### src/rtl/mips16_pkg.sv
// Shared types for the MIPS16 data-memory path: FSM states, grant IDs and bus widths.
package mips16_pkg;
   localparam int unsigned DATA_W = 32;
   localparam int unsigned ADDR_W = 32;

   typedef enum logic [1:0] {
      IDLE   = 2'd0,
      ACCESS = 2'd1,
      DONE   = 2'd2
   } arb_state_t;

   typedef enum logic {
      GNT_A = 1'b0,
      GNT_B = 1'b1
   } gnt_t;

   function automatic logic [2:0] sat_inc(input logic [2:0] v, input logic [2:0] lim);
      return (v >= lim) ? lim : v + 3'd1;
   endfunction
endpackage

### src/rtl/dmem_arbiter_if.sv
// Bundle of both requester ports plus the data_mem side of the arbiter.
interface dmem_arbiter_if;
   import mips16_pkg::*;

   logic              a_req;
   logic              a_we;
   logic [ADDR_W-1:0] a_addr;
   logic [DATA_W-1:0] a_wdata;
   logic              a_ack;
   logic [DATA_W-1:0] a_rdata;
   logic              a_stall;

   logic              b_req;
   logic              b_we;
   logic [ADDR_W-1:0] b_addr;
   logic [DATA_W-1:0] b_wdata;
   logic              b_ack;
   logic [DATA_W-1:0] b_rdata;

   logic [ADDR_W-1:0] mem_addr;
   logic [DATA_W-1:0] mem_wdata;
   logic              mem_read;
   logic              mem_write;
   logic [DATA_W-1:0] mem_rdata;

   modport slave (
      input  a_req, a_we, a_addr, a_wdata,
      output a_ack, a_rdata, a_stall,
      input  b_req, b_we, b_addr, b_wdata,
      output b_ack, b_rdata,
      output mem_addr, mem_wdata, mem_read, mem_write,
      input  mem_rdata
   );

   modport master (
      output a_req, a_we, a_addr, a_wdata,
      input  a_ack, a_rdata, a_stall,
      output b_req, b_we, b_addr, b_wdata,
      input  b_ack, b_rdata,
      input  mem_addr, mem_wdata, mem_read, mem_write,
      output mem_rdata
   );
endinterface

### src/rtl/dmem_prio.sv
// Grant decision: port A has priority unless port B has waited STARVE_LIMIT A-grants.
module dmem_prio
   import mips16_pkg::*;
#(
   parameter int unsigned STARVE_LIMIT = 3
) (
   input  logic       a_req,
   input  logic       b_req,
   input  logic [2:0] starve_cnt,
   output logic       grant_valid,
   output gnt_t       grant
);
   localparam logic [2:0] STARVE_MAX = 3'(STARVE_LIMIT);

   always_comb begin
      grant_valid = a_req | b_req;
      grant       = GNT_A;
      if (b_req && (!a_req || starve_cnt == STARVE_MAX)) begin
         grant = GNT_B;
      end
   end
endmodule

### src/rtl/dmem_arbiter.sv
// Two-port arbiter in front of data_mem: IDLE -> ACCESS (WAIT_CYCLES) -> DONE (ack pulse).
module dmem_arbiter
   import mips16_pkg::*;
#(
   parameter int unsigned WAIT_CYCLES  = 1,
   parameter int unsigned STARVE_LIMIT = 3
) (
   input  logic           clk,
   input  logic           rst_n,
   dmem_arbiter_if.slave  bus
);
   localparam logic [3:0] WAIT_LOAD  = 4'(WAIT_CYCLES - 1);
   localparam logic [2:0] STARVE_MAX = 3'(STARVE_LIMIT);

   arb_state_t        state;
   gnt_t              gnt_q;
   logic              op_q;
   logic [3:0]        wait_cnt;
   logic [2:0]        starve_cnt;
   logic [ADDR_W-1:0] mem_addr_q;
   logic [DATA_W-1:0] mem_wdata_q;
   logic              mem_read_q;
   logic              mem_write_q;
   logic              a_ack_q;
   logic              b_ack_q;
   logic [DATA_W-1:0] a_rdata_q;
   logic [DATA_W-1:0] b_rdata_q;

   logic              grant_valid;
   gnt_t              grant;
   logic              sel_we;
   logic [ADDR_W-1:0] sel_addr;
   logic [DATA_W-1:0] sel_wdata;

   dmem_prio #(.STARVE_LIMIT(STARVE_LIMIT)) u_prio (
      .a_req       (bus.a_req),
      .b_req       (bus.b_req),
      .starve_cnt  (starve_cnt),
      .grant_valid (grant_valid),
      .grant       (grant)
   );

   always_comb begin
      sel_we    = bus.a_we;
      sel_addr  = bus.a_addr;
      sel_wdata = bus.a_wdata;
      if (grant == GNT_B) begin
         sel_we    = bus.b_we;
         sel_addr  = bus.b_addr;
         sel_wdata = bus.b_wdata;
      end
   end

   always_ff @(posedge clk or negedge rst_n) begin
      if (!rst_n) begin
         state       <= IDLE;
         gnt_q       <= GNT_A;
         op_q        <= 1'b0;
         wait_cnt    <= '0;
         starve_cnt  <= '0;
         mem_addr_q  <= '0;
         mem_wdata_q <= '0;
         mem_read_q  <= 1'b0;
         mem_write_q <= 1'b0;
         a_ack_q     <= 1'b0;
         b_ack_q     <= 1'b0;
         a_rdata_q   <= '0;
         b_rdata_q   <= '0;
      end else begin
         // Starvation only accumulates while B is actually waiting.
         if (!bus.b_req) begin
            starve_cnt <= '0;
         end else if (state == IDLE && grant_valid) begin
            starve_cnt <= (grant == GNT_B) ? 3'd0 : sat_inc(starve_cnt, STARVE_MAX);
         end

         case (state)
            IDLE: begin
               if (grant_valid) begin
                  gnt_q       <= grant;
                  op_q        <= sel_we;
                  mem_addr_q  <= sel_addr;
                  mem_wdata_q <= sel_wdata;
                  mem_read_q  <= ~sel_we;
                  mem_write_q <= sel_we;
                  wait_cnt    <= WAIT_LOAD;
                  state       <= ACCESS;
               end
            end
            ACCESS: begin
               if (wait_cnt == '0) begin
                  mem_read_q  <= 1'b0;
                  mem_write_q <= 1'b0;
                  state       <= DONE;
                  if (gnt_q == GNT_B) begin
                     b_ack_q <= 1'b1;
                     if (!op_q) b_rdata_q <= bus.mem_rdata;
                  end else begin
                     a_ack_q <= 1'b1;
                     if (!op_q) a_rdata_q <= bus.mem_rdata;
                  end
               end else begin
                  wait_cnt <= wait_cnt - 4'd1;
               end
            end
            DONE: begin
               a_ack_q <= 1'b0;
               b_ack_q <= 1'b0;
               state   <= IDLE;
            end
            default: state <= IDLE;
         endcase
      end
   end

   assign bus.mem_addr  = mem_addr_q;
   assign bus.mem_wdata = mem_wdata_q;
   assign bus.mem_read  = mem_read_q;
   assign bus.mem_write = mem_write_q;
   assign bus.a_ack     = a_ack_q;
   assign bus.b_ack     = b_ack_q;
   assign bus.a_rdata   = a_rdata_q;
   assign bus.b_rdata   = b_rdata_q;
   assign bus.a_stall   = bus.a_req & ~a_ack_q;
endmodule
### src/flat_wrapper.sv
// flat-port wrapper written by rule: the top's interface ports become plain ports
module dmem_arbiter_flat import mips16_pkg::*;
#(
   parameter int unsigned WAIT_CYCLES  = 1,
   parameter int unsigned STARVE_LIMIT = 3
)
  (clk, rst_n, bus_a_req, bus_a_we, bus_a_addr, bus_a_wdata, bus_a_ack, bus_a_rdata, bus_a_stall, bus_b_req, bus_b_we, bus_b_addr, bus_b_wdata, bus_b_ack, bus_b_rdata, bus_mem_addr, bus_mem_wdata, bus_mem_read, bus_mem_write, bus_mem_rdata);
  dmem_arbiter_if bus_i ();
  input  logic clk;
  input  logic rst_n;
  input wire logic [$bits(bus_i.a_req)-1:0] bus_a_req;
  input wire logic [$bits(bus_i.a_we)-1:0] bus_a_we;
  input wire logic [$bits(bus_i.a_addr)-1:0] bus_a_addr;
  input wire logic [$bits(bus_i.a_wdata)-1:0] bus_a_wdata;
  output wire logic [$bits(bus_i.a_ack)-1:0] bus_a_ack;
  output wire logic [$bits(bus_i.a_rdata)-1:0] bus_a_rdata;
  output wire logic [$bits(bus_i.a_stall)-1:0] bus_a_stall;
  input wire logic [$bits(bus_i.b_req)-1:0] bus_b_req;
  input wire logic [$bits(bus_i.b_we)-1:0] bus_b_we;
  input wire logic [$bits(bus_i.b_addr)-1:0] bus_b_addr;
  input wire logic [$bits(bus_i.b_wdata)-1:0] bus_b_wdata;
  output wire logic [$bits(bus_i.b_ack)-1:0] bus_b_ack;
  output wire logic [$bits(bus_i.b_rdata)-1:0] bus_b_rdata;
  output wire logic [$bits(bus_i.mem_addr)-1:0] bus_mem_addr;
  output wire logic [$bits(bus_i.mem_wdata)-1:0] bus_mem_wdata;
  output wire logic [$bits(bus_i.mem_read)-1:0] bus_mem_read;
  output wire logic [$bits(bus_i.mem_write)-1:0] bus_mem_write;
  input wire logic [$bits(bus_i.mem_rdata)-1:0] bus_mem_rdata;
  assign bus_i.a_req = bus_a_req;
  assign bus_i.a_we = bus_a_we;
  assign bus_i.a_addr = bus_a_addr;
  assign bus_i.a_wdata = bus_a_wdata;
  assign bus_a_ack = bus_i.a_ack;
  assign bus_a_rdata = bus_i.a_rdata;
  assign bus_a_stall = bus_i.a_stall;
  assign bus_i.b_req = bus_b_req;
  assign bus_i.b_we = bus_b_we;
  assign bus_i.b_addr = bus_b_addr;
  assign bus_i.b_wdata = bus_b_wdata;
  assign bus_b_ack = bus_i.b_ack;
  assign bus_b_rdata = bus_i.b_rdata;
  assign bus_mem_addr = bus_i.mem_addr;
  assign bus_mem_wdata = bus_i.mem_wdata;
  assign bus_mem_read = bus_i.mem_read;
  assign bus_mem_write = bus_i.mem_write;
  assign bus_i.mem_rdata = bus_mem_rdata;
  dmem_arbiter #(.WAIT_CYCLES(WAIT_CYCLES), .STARVE_LIMIT(STARVE_LIMIT)) u_core (.clk(clk), .rst_n(rst_n), .bus(bus_i));
endmodule
### config.mk
export PLATFORM = sky130hd
export DESIGN_NAME = dmem_arbiter_flat
export DESIGN_NICKNAME = d
export VERILOG_FILES = /design/src/rtl/mips16_pkg.sv /design/src/rtl/dmem_arbiter_if.sv /design/src/rtl/dmem_prio.sv /design/src/rtl/dmem_arbiter.sv /design/src/flat_wrapper.sv
export SDC_FILE = /design/constraint.sdc
export NUM_CORES = 1
export LEC_CHECK = 0
export ABC_CLOCK_PERIOD_IN_PS = 2400
export CAP_MARGIN = 20
export CELL_PAD_IN_SITES_DETAIL_PLACEMENT = 1
export CELL_PAD_IN_SITES_GLOBAL_PLACEMENT = 1
export CORE_MARGIN = 1
export CORE_UTILIZATION = 31
export DETAILED_ROUTE_END_ITERATION = 6
export PLACE_DENSITY = 0.88
export SETUP_SLACK_MARGIN = 0.05
export SLEW_MARGIN = 10
export SYNTH_ARGS = -nofsm -noshare
export SYNTH_HDL_FRONTEND = slang
export SYNTH_HIERARCHICAL = 1
export SYNTH_SLANG_ARGS = --single-unit
### constraint.sdc
create_clock -name clk -period 2.4 [get_ports clk]
set_input_delay 0.36 -clock clk [delete_from_list [all_inputs] [get_ports clk]]
set_output_delay 0.36 -clock clk [all_outputs]
set_load 0.02 [all_outputs]
==> metrics.md <==
| Metric | Value |
|---|---|
| Status | `finished, final reports clean` |
| DRC | `0` |
| Clk Latency, worst-skew pair | `0.42 ns` |
| Vias per std cell | `between 4 and 5` |
| Io pins | `between 200 and 300` |
| Via count | `5048` |
| Power Dens Cells | `approximately 1300 nW/um2` |
| Root Driver | `clkbuf_16` |
| Synth Warn # | `6` |
| Synth top cells by count | `dfrtp_1 (143), nand2_1 (76), o21ai_0 (69)` |
| Crit share post-route | `93.2%` |
| Global-route wire length before repair | `just under 30 mm` |
| # H-tree levels | `4` |
| Hold crit path type | `in -> async` |
| Die span in y | `143 um` |
| PortBufs | `about 300` |
| Number of max-cap violations | `0` |
| Most numerous cell in the Yosys netlist | `dfrtp_1` |
| GRT overflow | `0` |
| Yosys top cell by area | `dfrtp_1` |
| GRT Total Usage | `between 10% and 20%` |
| Routed WL | `around 20 mm` |
| Worst reg-to-reg setup slack | `around 0.16 ns` |
| Tmin final | `2.24 ns` |
| Vias in the first global route | `~5400` |
| Synth-to-Final Area Change | `63.4%` |
| RSZ-0062 raised after global routing | `no` |
| Worst-Margin Slew | `approximately 0.45 ns` |
| Post-synth EDFFs | `0` |
| R2r endpoint | `u_core/bus.b_rdata[1]$_DFFE_PN0P_` |
| Crit-path cells | `or3b_1 > or4b_2 > buf_12 > mux2_4` |
| Post-detail-place hpwl | `around 15 mm` |
| Slowest-stage cell, CP | `or4b_2` |
| Clock Path Buffers | `2` |
| Max Clk Rate | `~450 MHz` |
| Syn Std Cell Area | `roughly 6200 um2` |
| Postcts setup bufs | `0` |
| Synthesized area per cell | `~12 um2` |
| Clk pin slew, worst setup/hold paths | `~0.06 ns` |
| Dpl cell area | `around 9600 um2` |
| Worst reg2reg path depth | `4` |
| CTS tree | `done` |
| TritonCTS Buffers | `17` |
| RR Startpoint | `u_core/wait_cnt[2]$_DFFE_PN0P_` |
| Worst endpoint required time | `around 2.7 ns` |
| Crit end category | `flop` |
| Setup Skew | `~0.0086 ns` |
| Fillers | `2067` |
| Yosys top cell area share | `just under 60%` |
| Final hold vios | `0` |
| Fin. max-slew vios | `0` |
| Gpl congestion | `between 0.7 and 0.8` |
| Top_reg_cell synth | `dfrtp_1` |
| Routed Antenna Nets | `0` |
| Share of cells above drive strength 1 | `roughly 11%` |
| Die area | `slightly above 20000 um2` |
| ANT cells | `0` |
| Relative max-transition margin | `between 70% and 80%` |
| CP max FO | `32` |
| Core area | `between 15000 and 20000 um2` |
| Final setup fails | `0` |
| Leakage Power | `4.36 nW` |
| DR pass1 iterations | `4` |
| Initial antenna violation count | `0` |
| WHS | `0.456 ns` |
| Ys async rst share | `100%` |
| Starting DRC count in detailed routing | `122` |
| Wirelength per Cell | `approximately 18 um` |
| Cell count after synthesis | `approximately 500` |
| Seq/Total Area, Yosys | `between 50% and 60%` |
| # clock sinks | `143` |
| Max incr delay on CP | `between 0.6 and 0.7 ns` |
| Initial core utilization | `31.8%` |
| Inst Count DP | `~1000` |
| Pin count of the biggest net entering global routing | `70` |
| Syn Nets | `approximately 670` |
| # rows | `just over 50` |
| Distinct cells, synth | `37` |
| Crit path kind | `reg -> reg` |
| Peak supply drop | `0.389 mV` |
| Crit path DAT | `2.53 ns` |
| Final cell count without fillers | `1080` |
| Nets | `about 1000` |
| Crit start category | `flop` |
| Yosys reg bits | `~140` |
| Fin area | `roughly 10000 um2` |
| Synth area leaders | `dfrtp_1 (58%), mux2i_1 (11%), mux2_4 (7.3%), o21ai_0 (5.6%), mux2_1 (5.4%)` |
| Setup TNS | `0 ns` |
| Die width | `between 100 and 150 um` |
-- timing repair --
item,4_1_cts,5_1_grt
gates resized for setup,0,0
endpoints found under the hold margin,45,0
hold buffers,1,0
setup endpoints to repair,0,0
-- logic make-up after synthesis --
family	Yosys count	synth area share [%]
multiplexers	130	24.1
AO/OA/AOI/OAI	82	7.20
flip-flops	143	57.7
buffers and inverters	39	3.17
AND/OR/NAND/NOR	100	7.06
adder cells (fa/ha/maj)	4	0.807
-- state kept, by name, indices dropped and copies added, names as in the netlist --
register,flops
u_core/bus.a_rdata,32
u_core/gnt_q,1
u_core/bus.mem_read,1
u_core/bus.a_ack,1
u_core/op_q,1
u_core/bus.mem_addr,32
u_core/state,2
u_core/wait_cnt,4
u_core/bus.b_rdata,32
u_core/starve_cnt,3
u_core/bus.mem_wdata,32
u_core/bus.mem_write,1
u_core/bus.b_ack,1
-- through the flow --
stage | setup WS, ns | util (%) | power [mW]
6_report | 0.163 | 51.9 | 13.2
4_1_cts | 0.152 | 51.9 | 13.3
2_1_floorplan | 0.418 | - | 7.33
5_1_grt | 0.126 | 51.9 | 13.9
3_5_place_dp | 0.172 | 49.0 | 10.8
3_3_place_gp | 0.217 | 49.0 | 10.4
-- layout make-up --
class / count / area, um2 / share of cell area [%]
Sequential cell: 143 / 3580 / 35.3
Timing Repair Buffer: 318 / 3210 / 31.7
Multi-Input combinational cell: 316 / 2440 / 24.1
Clock buffer: 17 / 425 / 4.20
Tap cell: 265 / 332 / 3.27
Clock inverter: 15 / 124 / 1.22
Inverter: 6 / 22.5 / 0.222
-- report_power, final --
part	switching (mW)	internal, mW
Clock	1.12	1.35
Combinational	3.18	3.17
Sequential	0.729	3.59
-- cell usage in the layout, fill, tap and decap left out, drive strengths merged, types with 2 or more instances in the layout --
cell           Yosys  layout
buf               11      20
clkbuf            22      17
ha                 4       4
nor2               4       4
or3b               3       3
dfrtp            143     143
nor3               2       2
or4                2       2
nand3b             3       3
a2bb2oi            2       2
o21ai             69      69
clkinvlp           0       4
inv                6      15
mux2              64      64
o41ai              3       3
clkinv             0       2
nand3              3       3
a21boi             2       2
nand2             76      76
mux2i             66      66
clkdlybuf4s50      0     297
-- routing by layer --
layer | global-route usage (%) | part of all wire [%] | vias to the layer above
met5 | 0 | 0 | -
met1 | 20.8 | 37 | 2451
met2 | 34.0 | 51 | 224
li1 | - | - | 2346
met3 | 7.73 | 9.7 | 27
met4 | 6.33 | 1.6 | 0
-- worst max-delay path: cells and delay by family (launching register included) --
kind | cells | cell delay, ns
buffers and inverters | 1 | 0.23
flip-flops | 1 | 0.43
AND/OR/NAND/NOR | 2 | 1.11
multiplexers | 1 | 0.34
-- how the worst max path moves through the flow --
stage                     depth (start not counted)                                  end  slack (ns)                      startpoint
after global routing                              4    u_core/bus.b_rdata[1]$_DFFE_PN0P_        0.13  u_core/wait_cnt[2]$_DFFE_PN0P_
final                                             4    u_core/bus.b_rdata[1]$_DFFE_PN0P_        0.16  u_core/wait_cnt[2]$_DFFE_PN0P_
after CTS                                         4    u_core/bus.b_rdata[1]$_DFFE_PN0P_        0.15  u_core/wait_cnt[2]$_DFFE_PN0P_
after detailed placement                          7  u_core/bus.mem_addr[29]$_DFFE_PN0P_        0.17                       bus_b_req
after global placement                            5     u_core/starve_cnt[2]$_DFFE_PN0P_        0.22                       bus_b_req
after floorplan                                   5   u_core/bus.b_rdata[10]$_DFFE_PN0P_        0.42  u_core/wait_cnt[2]$_DFFE_PN0P_
Note: power is estimated with default switching activity, not from simulation.
